===== src/rtl/hier_fanout_node_if.sv =====
// hier_fanout_node_if
//  Bundles the upstream request/response handshake and the per-child request and
//  response buses of one hierarchy node.
//  master : the side that issues upstream requests and plays the children
//           (the parent level, or a testbench)
//  slave  : the hierarchy node itself
//  Signals
//   req_valid/req_ready/req_mask/req_data          upstream request
//   ch_valid/ch_ready/ch_data                      fan-out to children
//   ch_rsp_valid/ch_rsp_data                       child responses, child i at [i*DATA_W +: DATA_W]
//   rsp_valid/rsp_ready/rsp_data/rsp_ack_mask/rsp_timeout   merged upstream response
//   busy                                           node is working on a request
interface hier_fanout_node_if #(
    parameter int NUM_CHILD = 5,
    parameter int DATA_W    = 16
);
    logic                        req_valid;
    logic                        req_ready;
    logic [NUM_CHILD-1:0]        req_mask;
    logic [DATA_W-1:0]           req_data;
    logic [NUM_CHILD-1:0]        ch_valid;
    logic [NUM_CHILD-1:0]        ch_ready;
    logic [DATA_W-1:0]           ch_data;
    logic [NUM_CHILD-1:0]        ch_rsp_valid;
    logic [NUM_CHILD*DATA_W-1:0] ch_rsp_data;
    logic                        rsp_valid;
    logic                        rsp_ready;
    logic [DATA_W-1:0]           rsp_data;
    logic [NUM_CHILD-1:0]        rsp_ack_mask;
    logic                        rsp_timeout;
    logic                        busy;

    modport master (
        output req_valid, req_mask, req_data, ch_ready, ch_rsp_valid, ch_rsp_data, rsp_ready,
        input  req_ready, ch_valid, ch_data, rsp_valid, rsp_data, rsp_ack_mask, rsp_timeout, busy
    );

    modport slave (
        input  req_valid, req_mask, req_data, ch_ready, ch_rsp_valid, ch_rsp_data, rsp_ready,
        output req_ready, ch_valid, ch_data, rsp_valid, rsp_data, rsp_ack_mask, rsp_timeout, busy
    );
endinterface


===== src/rtl/hier_fanout_node.sv =====
// hier_fanout_node
//  Generic hierarchy node: takes one upstream request, issues it to the children
//  selected by req_mask, XOR-merges their responses and returns one upstream
//  response. A timer aborts the request if the children do not finish within
//  TIMEOUT cycles of ISSUE+COLLECT. One request is handled at a time.
//  Ports
//   clk    single clock, rising edge
//   rst_n  asynchronous active-low reset
//   bus    hier_fanout_node_if.slave (request, child fan-out, child responses,
//          merged response, busy)
module hier_fanout_node #(
    parameter int NUM_CHILD = 5,
    parameter int DATA_W    = 16,
    parameter int TIMEOUT   = 64
) (
    input  logic               clk,
    input  logic               rst_n,
    hier_fanout_node_if.slave  bus
);

    localparam int TW = $clog2(TIMEOUT);

    typedef enum logic [1:0] {IDLE, ISSUE, COLLECT, RESPOND} state_t;

    state_t               state, state_nxt;
    logic [DATA_W-1:0]    ch_data_q;
    logic [NUM_CHILD-1:0] pend_iss, pend_rsp;
    logic [NUM_CHILD-1:0] pend_iss_nxt, pend_rsp_nxt;
    logic [NUM_CHILD-1:0] ch_valid_c, accept;
    logic [DATA_W-1:0]    acc, acc_nxt;
    logic [NUM_CHILD-1:0] ack_mask;
    logic [TW-1:0]        timer;
    logic                 timeout_q, timeout_set;
    logic                 working;

    // State register.
    always_ff @(posedge clk or negedge rst_n) begin
        if (!rst_n) begin
            state <= IDLE;
        end else begin
            state <= state_nxt;
        end
    end

    // Next-state logic plus the per-cycle handshake/accept terms.
    // A response is accepted only once the child's issue handshake is already in
    // the registered pend_iss, so a response never counts in its own issue cycle.
    // "Still pending" after the updates is pend_rsp_nxt != 0, because every child
    // still awaiting issue is also still awaiting a response.
    always_comb begin
        working      = (state == ISSUE) || (state == COLLECT);
        ch_valid_c   = (state == ISSUE) ? pend_iss : '0;
        pend_iss_nxt = pend_iss & ~(ch_valid_c & bus.ch_ready);
        accept       = working ? (bus.ch_rsp_valid & pend_rsp & ~pend_iss) : '0;
        pend_rsp_nxt = pend_rsp & ~accept;
        acc_nxt      = acc;
        for (int i = 0; i < NUM_CHILD; i++) begin
            if (accept[i]) begin
                acc_nxt = acc_nxt ^ bus.ch_rsp_data[i*DATA_W +: DATA_W];
            end
        end
        state_nxt   = state;
        timeout_set = 1'b0;
        case (state)
            IDLE: begin
                if (bus.req_valid) begin
                    state_nxt = (bus.req_mask == '0) ? RESPOND : ISSUE;
                end
            end
            ISSUE: begin
                if (pend_iss_nxt == '0) begin
                    state_nxt = COLLECT;
                end
            end
            COLLECT: begin
                if (pend_rsp_nxt == '0) begin
                    state_nxt = RESPOND;
                end
            end
            RESPOND: begin
                if (bus.rsp_ready) begin
                    state_nxt = IDLE;
                end
            end
            default: state_nxt = IDLE;
        endcase
        if (working && (timer == TW'(TIMEOUT - 1)) && (pend_rsp_nxt != '0)) begin
            state_nxt   = RESPOND;
            timeout_set = 1'b1;
        end
    end

    // Datapath: request latch on acceptance, pending masks, accumulator and timer
    // while working. Everything holds in RESPOND so the response stays stable.
    always_ff @(posedge clk or negedge rst_n) begin
        if (!rst_n) begin
            ch_data_q <= '0;
            pend_iss  <= '0;
            pend_rsp  <= '0;
            acc       <= '0;
            ack_mask  <= '0;
            timer     <= '0;
            timeout_q <= 1'b0;
        end else begin
            case (state)
                IDLE: begin
                    if (bus.req_valid) begin
                        ch_data_q <= bus.req_data;
                        pend_iss  <= bus.req_mask;
                        pend_rsp  <= bus.req_mask;
                        acc       <= '0;
                        ack_mask  <= '0;
                        timer     <= '0;
                        timeout_q <= 1'b0;
                    end
                end
                ISSUE, COLLECT: begin
                    pend_iss  <= pend_iss_nxt;
                    pend_rsp  <= pend_rsp_nxt;
                    acc       <= acc_nxt;
                    ack_mask  <= ack_mask | accept;
                    timer     <= timer + TW'(1);
                    timeout_q <= timeout_set;
                end
                default: ;
            endcase
        end
    end

    // Outputs decoded from state and registers only.
    always_comb begin
        bus.req_ready    = (state == IDLE);
        bus.busy         = (state != IDLE);
        bus.ch_valid     = ch_valid_c;
        bus.ch_data      = ch_data_q;
        bus.rsp_valid    = (state == RESPOND);
        bus.rsp_data     = acc;
        bus.rsp_ack_mask = ack_mask;
        bus.rsp_timeout  = timeout_q;
    end

endmodule


===== src/flat_wrapper.sv =====
// flat-port wrapper written by rule: the top's interface ports become plain ports
module hier_fanout_node_flat 
#(
    parameter int NUM_CHILD = 5,
    parameter int DATA_W    = 16,
    parameter int TIMEOUT   = 64
)
  (clk, rst_n, bus_req_valid, bus_req_mask, bus_req_data, bus_ch_ready, bus_ch_rsp_valid, bus_ch_rsp_data, bus_rsp_ready, bus_req_ready, bus_ch_valid, bus_ch_data, bus_rsp_valid, bus_rsp_data, bus_rsp_ack_mask, bus_rsp_timeout, bus_busy);
  hier_fanout_node_if #(.NUM_CHILD(NUM_CHILD), .DATA_W(DATA_W)) bus_i ();
  input  logic clk;
  input  logic rst_n;
  input wire logic [$bits(bus_i.req_valid)-1:0] bus_req_valid;
  input wire logic [$bits(bus_i.req_mask)-1:0] bus_req_mask;
  input wire logic [$bits(bus_i.req_data)-1:0] bus_req_data;
  input wire logic [$bits(bus_i.ch_ready)-1:0] bus_ch_ready;
  input wire logic [$bits(bus_i.ch_rsp_valid)-1:0] bus_ch_rsp_valid;
  input wire logic [$bits(bus_i.ch_rsp_data)-1:0] bus_ch_rsp_data;
  input wire logic [$bits(bus_i.rsp_ready)-1:0] bus_rsp_ready;
  output wire logic [$bits(bus_i.req_ready)-1:0] bus_req_ready;
  output wire logic [$bits(bus_i.ch_valid)-1:0] bus_ch_valid;
  output wire logic [$bits(bus_i.ch_data)-1:0] bus_ch_data;
  output wire logic [$bits(bus_i.rsp_valid)-1:0] bus_rsp_valid;
  output wire logic [$bits(bus_i.rsp_data)-1:0] bus_rsp_data;
  output wire logic [$bits(bus_i.rsp_ack_mask)-1:0] bus_rsp_ack_mask;
  output wire logic [$bits(bus_i.rsp_timeout)-1:0] bus_rsp_timeout;
  output wire logic [$bits(bus_i.busy)-1:0] bus_busy;
  assign bus_i.req_valid = bus_req_valid;
  assign bus_i.req_mask = bus_req_mask;
  assign bus_i.req_data = bus_req_data;
  assign bus_i.ch_ready = bus_ch_ready;
  assign bus_i.ch_rsp_valid = bus_ch_rsp_valid;
  assign bus_i.ch_rsp_data = bus_ch_rsp_data;
  assign bus_i.rsp_ready = bus_rsp_ready;
  assign bus_req_ready = bus_i.req_ready;
  assign bus_ch_valid = bus_i.ch_valid;
  assign bus_ch_data = bus_i.ch_data;
  assign bus_rsp_valid = bus_i.rsp_valid;
  assign bus_rsp_data = bus_i.rsp_data;
  assign bus_rsp_ack_mask = bus_i.rsp_ack_mask;
  assign bus_rsp_timeout = bus_i.rsp_timeout;
  assign bus_busy = bus_i.busy;
  hier_fanout_node #(.NUM_CHILD(NUM_CHILD), .DATA_W(DATA_W), .TIMEOUT(TIMEOUT)) u_core (.clk(clk), .rst_n(rst_n), .bus(bus_i));
endmodule

===== config.mk =====
export PLATFORM = sky130hd
export DESIGN_NAME = hier_fanout_node_flat
export DESIGN_NICKNAME = d
export VERILOG_FILES = /design/src/rtl/hier_fanout_node_if.sv /design/src/rtl/hier_fanout_node.sv /design/src/flat_wrapper.sv
export SDC_FILE = /design/constraint.sdc
export NUM_CORES = 1
export LEC_CHECK = 0
export ABC_AREA = 1
export CORE_MARGIN = 1
export CORE_UTILIZATION = 33
export CTS_CLUSTER_DIAMETER = 100
export CTS_CLUSTER_SIZE = 16
export DETAILED_ROUTE_END_ITERATION = 12
export HOLD_SLACK_MARGIN = 0.08
export SLEW_MARGIN = 20
export SYNTH_ARGS = -nofsm -noshare
export SYNTH_HDL_FRONTEND = slang
export SYNTH_SLANG_ARGS = --single-unit

===== constraint.sdc =====
create_clock -name clk -period 2.06 [get_ports clk]
set_clock_uncertainty 0.1 [all_clocks]
set_input_delay 0.206 -clock clk [delete_from_list [all_inputs] [get_ports clk]]
set_output_delay 0.206 -clock clk [all_outputs]
set_load 0.005 [all_outputs]

==> summary.md, run 1 <==
| Metric | Value |
|---|---|
| Status | finished clean |
| Reg-to-reg startpoint | u_core.state[1]$_DFFE_PN0P_ |
| DR WL/cell | between 10 and 15 um |
| Cells after Synth | ~740 |
| Setup crit start kind | flip-flop |
| Period Utilization, post-route | 97.3% |
| CTS tree | done |
| Worst-path clk slew | 0.08 ns |
| R2r endpoint | u_core.bus.rsp_data[3]$_DFFE_PN0P_ |
| CP Capture Type | flip-flop |
| IO buf count | 160 |
| Final std cells w/o fill | approximately 1100 |
| Sink Count | 56 |
| Rows | 42 |
| Flops & latches, synth | 56 |
| Worst EP required | 2.15 ns |
| Largest net degree at the start of global routing | 26 |
| Via density | 4.51 |
| LEAKAGE | ~3.7 nW |
| Register-to-Register Setup Slack | between 0.05 and 0.06 ns |
| Synth Area in Simple Gates | about 43% |
| Die H | ~120 um |
| Adder-cell share of the synthesized area | 1.38% |
| Crit path time final | 2.00 ns |
| Area growth from synthesis to layout | 56.8% |
| Pwr per Cell Area | 1260 mW/mm^2 |
| Core area | 0.0133 mm^2 |
| Slew HR | about two thirds |
| Largest family of logic cells by synthesized area | simple AND/OR/NAND/NOR gates |
| DRC Markers | 0 |
| Hold_ws | about 0.29 ns |
| Ports | around 160 |
| Worst EP arrival | between 2 and 2.5 ns |
| Hold Path Class | primary input to asynchronous set/reset pin |
| ANT nets after route | 0 |
| Worst Tran Pin Value | between 0.4 and 0.5 ns |
| Max Freq | approximately 0.5 GHz |
| Synth async-reset ratio | between 90% and 100% |
| Crit path to | u_core.bus.rsp_data[3]$_DFFE_PN0P_ |
| Total track usage | 19.3% |
| WL final | approximately 14000 um |
| MaxCap Viol Count | 0 |
| First-pass GRT wire length | between 20000 and 25000 um |
| Core Util, Final | 53.4% |
| GRT overflow | 0 |
| Max H-tree Level | 2 |
| Setup Viol. Count Final | 0 |
| Crit path from | u_core.state[1]$_DFFE_PN0P_ |
| Final Hold Vio Count | 0 |
| Crit Path Category | flip-flop to flip-flop |
| Peak supply drop | about 760 uV |
| Synthesized net count | around 860 |
| Inst Count DP | about 1100 |
| HPWL Detailed | between 10000 and 15000 um |
| Syn Area/Cell | slightly above 6 um^2 |
| Ant. Diodes | 0 |
| Fraction of layout cells with a size suffix above 1 | about 15% |
| Synth Cell Area | between 0.004 and 0.005 mm^2 |
| Placement Cell Area | ~0.0065 mm^2 |
| DRT iter0 DRCs | approximately 240 |
| Warnings, synthesis | 0 |
| 1st-pass router iterations | 4 |
| Clock buffer depth | 2 |
| Antenna violations before repair | 0 |
| RSZ-0062 raised after global routing | true |
| Finished Cell Area | 0.00713 mm^2 |
| Die area | ~0.014 mm^2 |
| Top_reg_cell synth | dfrtp_1 |
| Via count | ~5000 |
| Worst-case reg-to-reg path depth | 11 |
| NumNets Final | 1053 |
| Vias in the first global route | between 4000 and 5000 |
| Post-synth EDFFs | 0 |
| Compound-cell area share of the yosys netlist | under 10% |
| Post-synthesis cell type count | 34 |
| Final slew viol count | 0 |
| Die Width | roughly 120 um |
| Final GP Congestion | slightly above 0.8 |
| Maximum fanout along the worst path | 8 |
| Mux share of post-synthesis cell area | between 3 and 4% |
| Setup TNS | 0 ns |
| Num CTS Buffers | 5 |
| Synth Area in XOR/XNOR | 2.04% |
| Root Buffer | clkbuf_16 |
| Clk Latency, worst-skew pair | around 0.29 ns |
| Initial Util | 34.0% |
| Sequential share of the synthesized area | between 30% and 40% |
logic make-up (layout without fill, tap and decap cells):
| kind of cell | after synthesis | in the layout |
|---|---|---|
| compound gates | 42 | 42 |
| xor+xnor | 8 | 8 |
| fa+ha+maj | 5 | 5 |
| buf+inv | 152 | 344 |
| flops | 56 | 56 |
| mux | 16 | 16 |
| simple gates | 463 | 463 |
registers in the layout, summed over array words and instances (netlist names):
register / count
u_core.bus.rsp_data: 16
u_core.bus.ch_data: 16
u_core.state: 2
u_core.bus.rsp_ack_mask: 5
u_core.pend_rsp: 5
u_core.pend_iss: 5
u_core.bus.rsp_timeout: 1
u_core.timer: 6
cells in the final DEF, fill, tap and decap left out, drive strengths merged, types with 2 or more instances in the layout:
cell / synthesis / layout
nand3: 95 / 95
o21ai: 12 / 12
clkinvlp: 0 / 3
dfrtp: 56 / 56
nor2: 65 / 65
nand4: 4 / 4
xnor2: 8 / 8
nand2: 291 / 291
ha: 5 / 5
o22ai: 2 / 2
nor3: 4 / 4
a21oi: 21 / 21
clkdlybuf4s50: 0 / 159
buf: 20 / 40
inv: 132 / 131
mux2: 16 / 16
a22oi: 4 / 4
clkbuf: 0 / 8
per-stage QoR:
stage / worst slack, ns / power [mW]
detailed placement: 0.0124 / 7.37
CTS: 0.0142 / 8.43
global placement: 0.0309 / 7.31
finish: 0.0564 / 9.01
global route: -0.0737 / 9.83
floorplan: 0.196 / 5.09
power by group:
part / switching [mW] / internal (mW) / leakage [nW]
clock: 0.429 / 0.580 / 0.0804
combinational: 3.06 / 2.92 / 2.98
sequential: 0.428 / 1.60 / 0.690
total: 3.92 / 5.10 / 3.75
synth_stat cells, types with 4 or more instances:
master	number	area [um^2]
inv_1	130	488
buf_2	12	60.1
mux2_2	16	180
buf_4	5	37.5
ha_1	5	62.6
nor2_1	62	233
dfrtp_1	56	1400
o21ai_0	4	20.0
nand3_1	94	470
nand2_1	289	1080
a22oi_1	4	30.0
o21ai_1	7	35.0
a21oi_1	21	105
xnor2_1	5	43.8
what timing repair did:
action	4_1_cts	5_1_grt
endpoints found under the setup margin	6	32
pin swaps	0	39
hold endpoints to repair	17	0
cloned	0	5
hold buffers	1	0
buffers inserted	0	9
gates resized for setup	2	82
worst max-delay path, stage by stage, from the launching register on:
cell     delay, ns
dfrtp_1       0.37
inv_2         0.06
ha_4          0.28
buf_12        0.14
nand4_1       0.10
buf_6         0.15
buf_6         0.14
nor2_1        0.17
xnor2_2       0.16
nand3_2       0.10
nand3_2       0.07
nand2_1       0.05
worst min path at each step:
stage / cells past startpoint / slack, ns / startpoint / to
6_report: 2 / 0.29 / rst_n / u_core.bus.ch_data[13]$_DFFE_PN0P_
5_1_grt: 2 / 0.34 / rst_n / u_core.bus.ch_data[13]$_DFFE_PN0P_
4_1_cts: 2 / 0.31 / rst_n / u_core.bus.ch_data[13]$_DFFE_PN0P_
3_5_place_dp: 1 / 0.09 / rst_n / u_core.bus.ch_data[13]$_DFFE_PN0P_
3_3_place_gp: 1 / 0.09 / rst_n / u_core.bus.ch_data[13]$_DFFE_PN0P_
2_1_floorplan: 0 / -0.19 / rst_n / u_core.bus.ch_data[0]$_DFFE_PN0P_
final cells by class:
class	count	area, um^2
timing repair buffer	203	2080
multi-input combinational	534	2730
tap	176	220
clock inverter	3	46.3
fill	1311	6220
inverter	132	519
clock buffer	5	125
sequential	56	1400
timing repair inverter	1	5.00
metal layers:
| metal | GRT usage, % | vias to the layer above | share of wire [%] |
|---|---|---|---|
| met4 | 3.05 | 0 | 0.72 |
| met5 | 0 | - | 0 |
| li1 | - | 2651 | - |
| met2 | 32.3 | 127 | 47 |
| met1 | 26.0 | 2216 | 46 |
| met3 | 3.98 | 7 | 6.2 |
Power figures use the tool's default switching activity.
==> run 2, diff against run 1 <==
--- a/config.mk
+++ b/config.mk
@@ -7,11 +7,12 @@
 export LEC_CHECK = 0
 export ABC_AREA = 1
 export CORE_MARGIN = 1
-export CORE_UTILIZATION = 33
+export CORE_UTILIZATION = 45
 export CTS_CLUSTER_DIAMETER = 100
 export CTS_CLUSTER_SIZE = 16
 export DETAILED_ROUTE_END_ITERATION = 12
 export HOLD_SLACK_MARGIN = 0.08
+export PLACE_DENSITY = 0.8
 export SLEW_MARGIN = 20
 export SYNTH_ARGS = -nofsm -noshare
 export SYNTH_HDL_FRONTEND = slang
==> run 2 against run 1 <==
Design area is 0.12% higher. Critical path depth is 2 higher. Final cell count is 3.1% lower. Routed wire length is 9.2% higher. Largest power group unchanged. The run now ends with negative setup slack left. Total power is 4.4% higher. Combinational power is 12% higher. Sequential cell count stayed put. Critical endpoint is now u_core.bus.rsp_data[14]$_DFFE_PN0P_. Highest routed layer unchanged. Fmax is 4.4% lower.
==> summary.md, run 2 (synthesized netlist as in run 1, its figures left out) <==
| Metric | Value |
|---|---|
| Die area | about 0.011 mm^2 |
| Hold_ws | roughly 0.32 ns |
| Ports | 161 |
| Die H | between 100 and 150 um |
| IO buf count | between 150 and 200 |
| Die Width | between 100 and 150 um |
| MaxCap Viol Count | 0 |
| Comb pwr share | between 70% and 80% |
| Total track usage | 27.3% |
| LEAKAGE | around 3.8 nW |
| NumNets Final | about 1100 |
| Initial Util | a little under half |
| DRT iter0 DRCs | roughly 380 |
| CTS tree | done |
| Period Utilization, post-route | 102% |
| Slew HR | between 60% and 70% |
| HPWL Detailed | 10700 um |
| Via count | around 5600 |
| Fraction of layout cells with a size suffix above 1 | between 10% and 20% |
| Switching part of the total | 44.8% |
| WL final | about 16000 um |
| Core area | a little under 0.01 mm^2 |
| ANT nets after route | 0 |
| Worst EP required | roughly 2.2 ns |
| Most frequent cells in the layout | nand2_1 (268), clkdlybuf4s50_1 (159), inv_1 (126), nand3_1 (90), dfrtp_1 (56) |
| Sink Count | 56 |
| Setup crit start kind | flip-flop |
| Pre-CTS WS | -0.0632 ns |
| Root Buffer | clkbuf_8 |
| First-pass GRT wire length | between 20000 and 25000 um |
| Area growth from synthesis to layout | 57.0% |
| Clock power frac | under 10% |
| CP Capture Type | flip-flop |
| Setup Viol. Count Final | 8 |
| Rows | 36 |
| Num CTS Buffers | 5 |
| Core Util, Final | 73.0% |
| Final Hold Vio Count | 0 |
| Worst-path clk slew | about 0.11 ns |
| 1st-pass router iterations | 5 |
| Sequential share of power | 22.1% |
| Status | finished, violations left |
| Internal Dissipation | 5.20 mW |
| Clock buffer depth | 2 |
| Worst Tran Pin Value | between 0.5 and 0.6 ns |
| Worst EP arrival | between 2 and 2.5 ns |
| Max Freq | 0.477 GHz |
| DRC Markers | 0 |
| Crit path time final | ~2.1 ns |
| DR WL/cell | 14.6 um |
| Antenna violations before repair | 0 |
| Ant. Diodes | 0 |
| Fill cell count | 783 |
| Final worst slack | -0.0353 ns |
| Sw Pwr | between 4 and 5 mW |
| Crit Path Category | flip-flop to flip-flop |
| Max H-tree Level | 2 |
| Most common cell after layout, fill and taps aside | nand2_1 |
| Via density | about 5.2 |
| Peak supply drop | approximately 800 uV |
| Final slew viol count | 0 |
| GRT overflow | 0 |
| Clk Latency, worst-skew pair | ~0.30 ns |
| Largest net degree at the start of global routing | 57 |
| RSZ-0062 raised after global routing | true |
| Vias in the first global route | about 5200 |
| Hold Path Class | primary input to asynchronous set/reset pin |
| Failing checks | negative setup slack |
| Maximum fanout along the worst path | 6 |
| Pwr per Cell Area | roughly 1300 mW/mm^2 |
| Final GP Congestion | 0.889 |
==> run 2: cell count changes in the layout (fill, tap and decap cells not counted), sizes merged <==
cell and delta:
bufbuf +1, bufinv -1, nand4 +1, clkbuf +3, buf +6, clkinv -1
==> run 2: path summary, 6_finish.rpt <==
kind,from,to,slack [ns],cells after the start
max in group asynchronous,rst_n,u_core.timer[4]$_DFFE_PN0P_,1.27,3
hold reg to reg,u_core.bus.rsp_ack_mask[0]$_DFFE_PN0P_,u_core.bus.rsp_ack_mask[0]$_DFFE_PN0P_,0.41,2
hold / removal,rst_n,u_core.bus.ch_data[0]$_DFFE_PN0P_,0.32,3
setup / recovery,u_core.state[1]$_DFFE_PN0P_,u_core.bus.rsp_data[14]$_DFFE_PN0P_,-0.04,13
min in group clk,u_core.bus.rsp_ack_mask[0]$_DFFE_PN0P_,u_core.bus.rsp_ack_mask[0]$_DFFE_PN0P_,0.41,2
setup reg to reg,u_core.state[1]$_DFFE_PN0P_,u_core.bus.rsp_data[14]$_DFFE_PN0P_,-0.04,13
==> run 2: area by class of cell <==
class	instances	area (um^2)	share of cell area (%)
tap	133	166	2.33
clock buffer	7	86.3	1.21
inverter	132	512	7.17
sequential	56	1400	19.6
multi-input combinational	535	2720	38.2
timing repair inverter	1	7.51	0.105
timing repair buffer	211	2230	31.3
clock inverter	1	7.51	0.105
==> run 2: power by group through the flow <==
stage	logic, mW	registers [mW]	clock network (mW)
6_report	6.70	2.08	0.637
5_1_grt	7.24	2.14	0.694
4_1_cts	5.68	2.04	0.659
3_5_place_dp	5.29	2.05	0
3_3_place_gp	5.09	2.03	0
2_1_floorplan	3.09	2.00	0
==> run 2: through the flow <==
step | cell area, um^2 | cells | TNS, ns | total power, mW
after floorplan | 4540 | 742 | 0 | 5.09
final | 7140 | 1076 | -0.123 | 9.41
after CTS | 6730 | 1060 | -0.230 | 8.38
after global routing | 7140 | 1076 | -2.45 | 10.1
after detailed placement | 6500 | 1044 | -0.332 | 7.34
after global placement | 6500 | 1044 | 0 | 7.12
==> run 2: repair_timing <==
item / in CTS / in global routing
cloned: 2 / 5
endpoints found under the hold margin: 56 / 0
setup endpoints to repair: 23 / 39
hold buffers: 1 / 0
resized for setup: 7 / 73
buffers inserted: 5 / 11
pin swaps: 2 / 21
==> run 2: metal layers <==
layer | track usage (%) | wire length, um | vias to the layer above
met5 | 0 | 0 | -
met4 | 7.14 | 394 | 0
met3 | 6.31 | 1580 | 40
met2 | 47.8 | 7710 | 295
met1 | 33.6 | 6040 | 2572
li1 | - | - | 2684
==> run 2: critical path, cell delays in order (launching register included) <==
cell and delay (ns):
dfrtp_1 0.38, inv_2 0.06, ha_4 0.28, buf_12 0.12, buf_6 0.11, inv_6 0.04
nor3_4 0.12, buf_6 0.15, clkbuf_16 0.16, nand2_2 0.05, xnor2_1 0.19, nand3_1 0.10
nand3_1 0.09, nand2_1 0.05
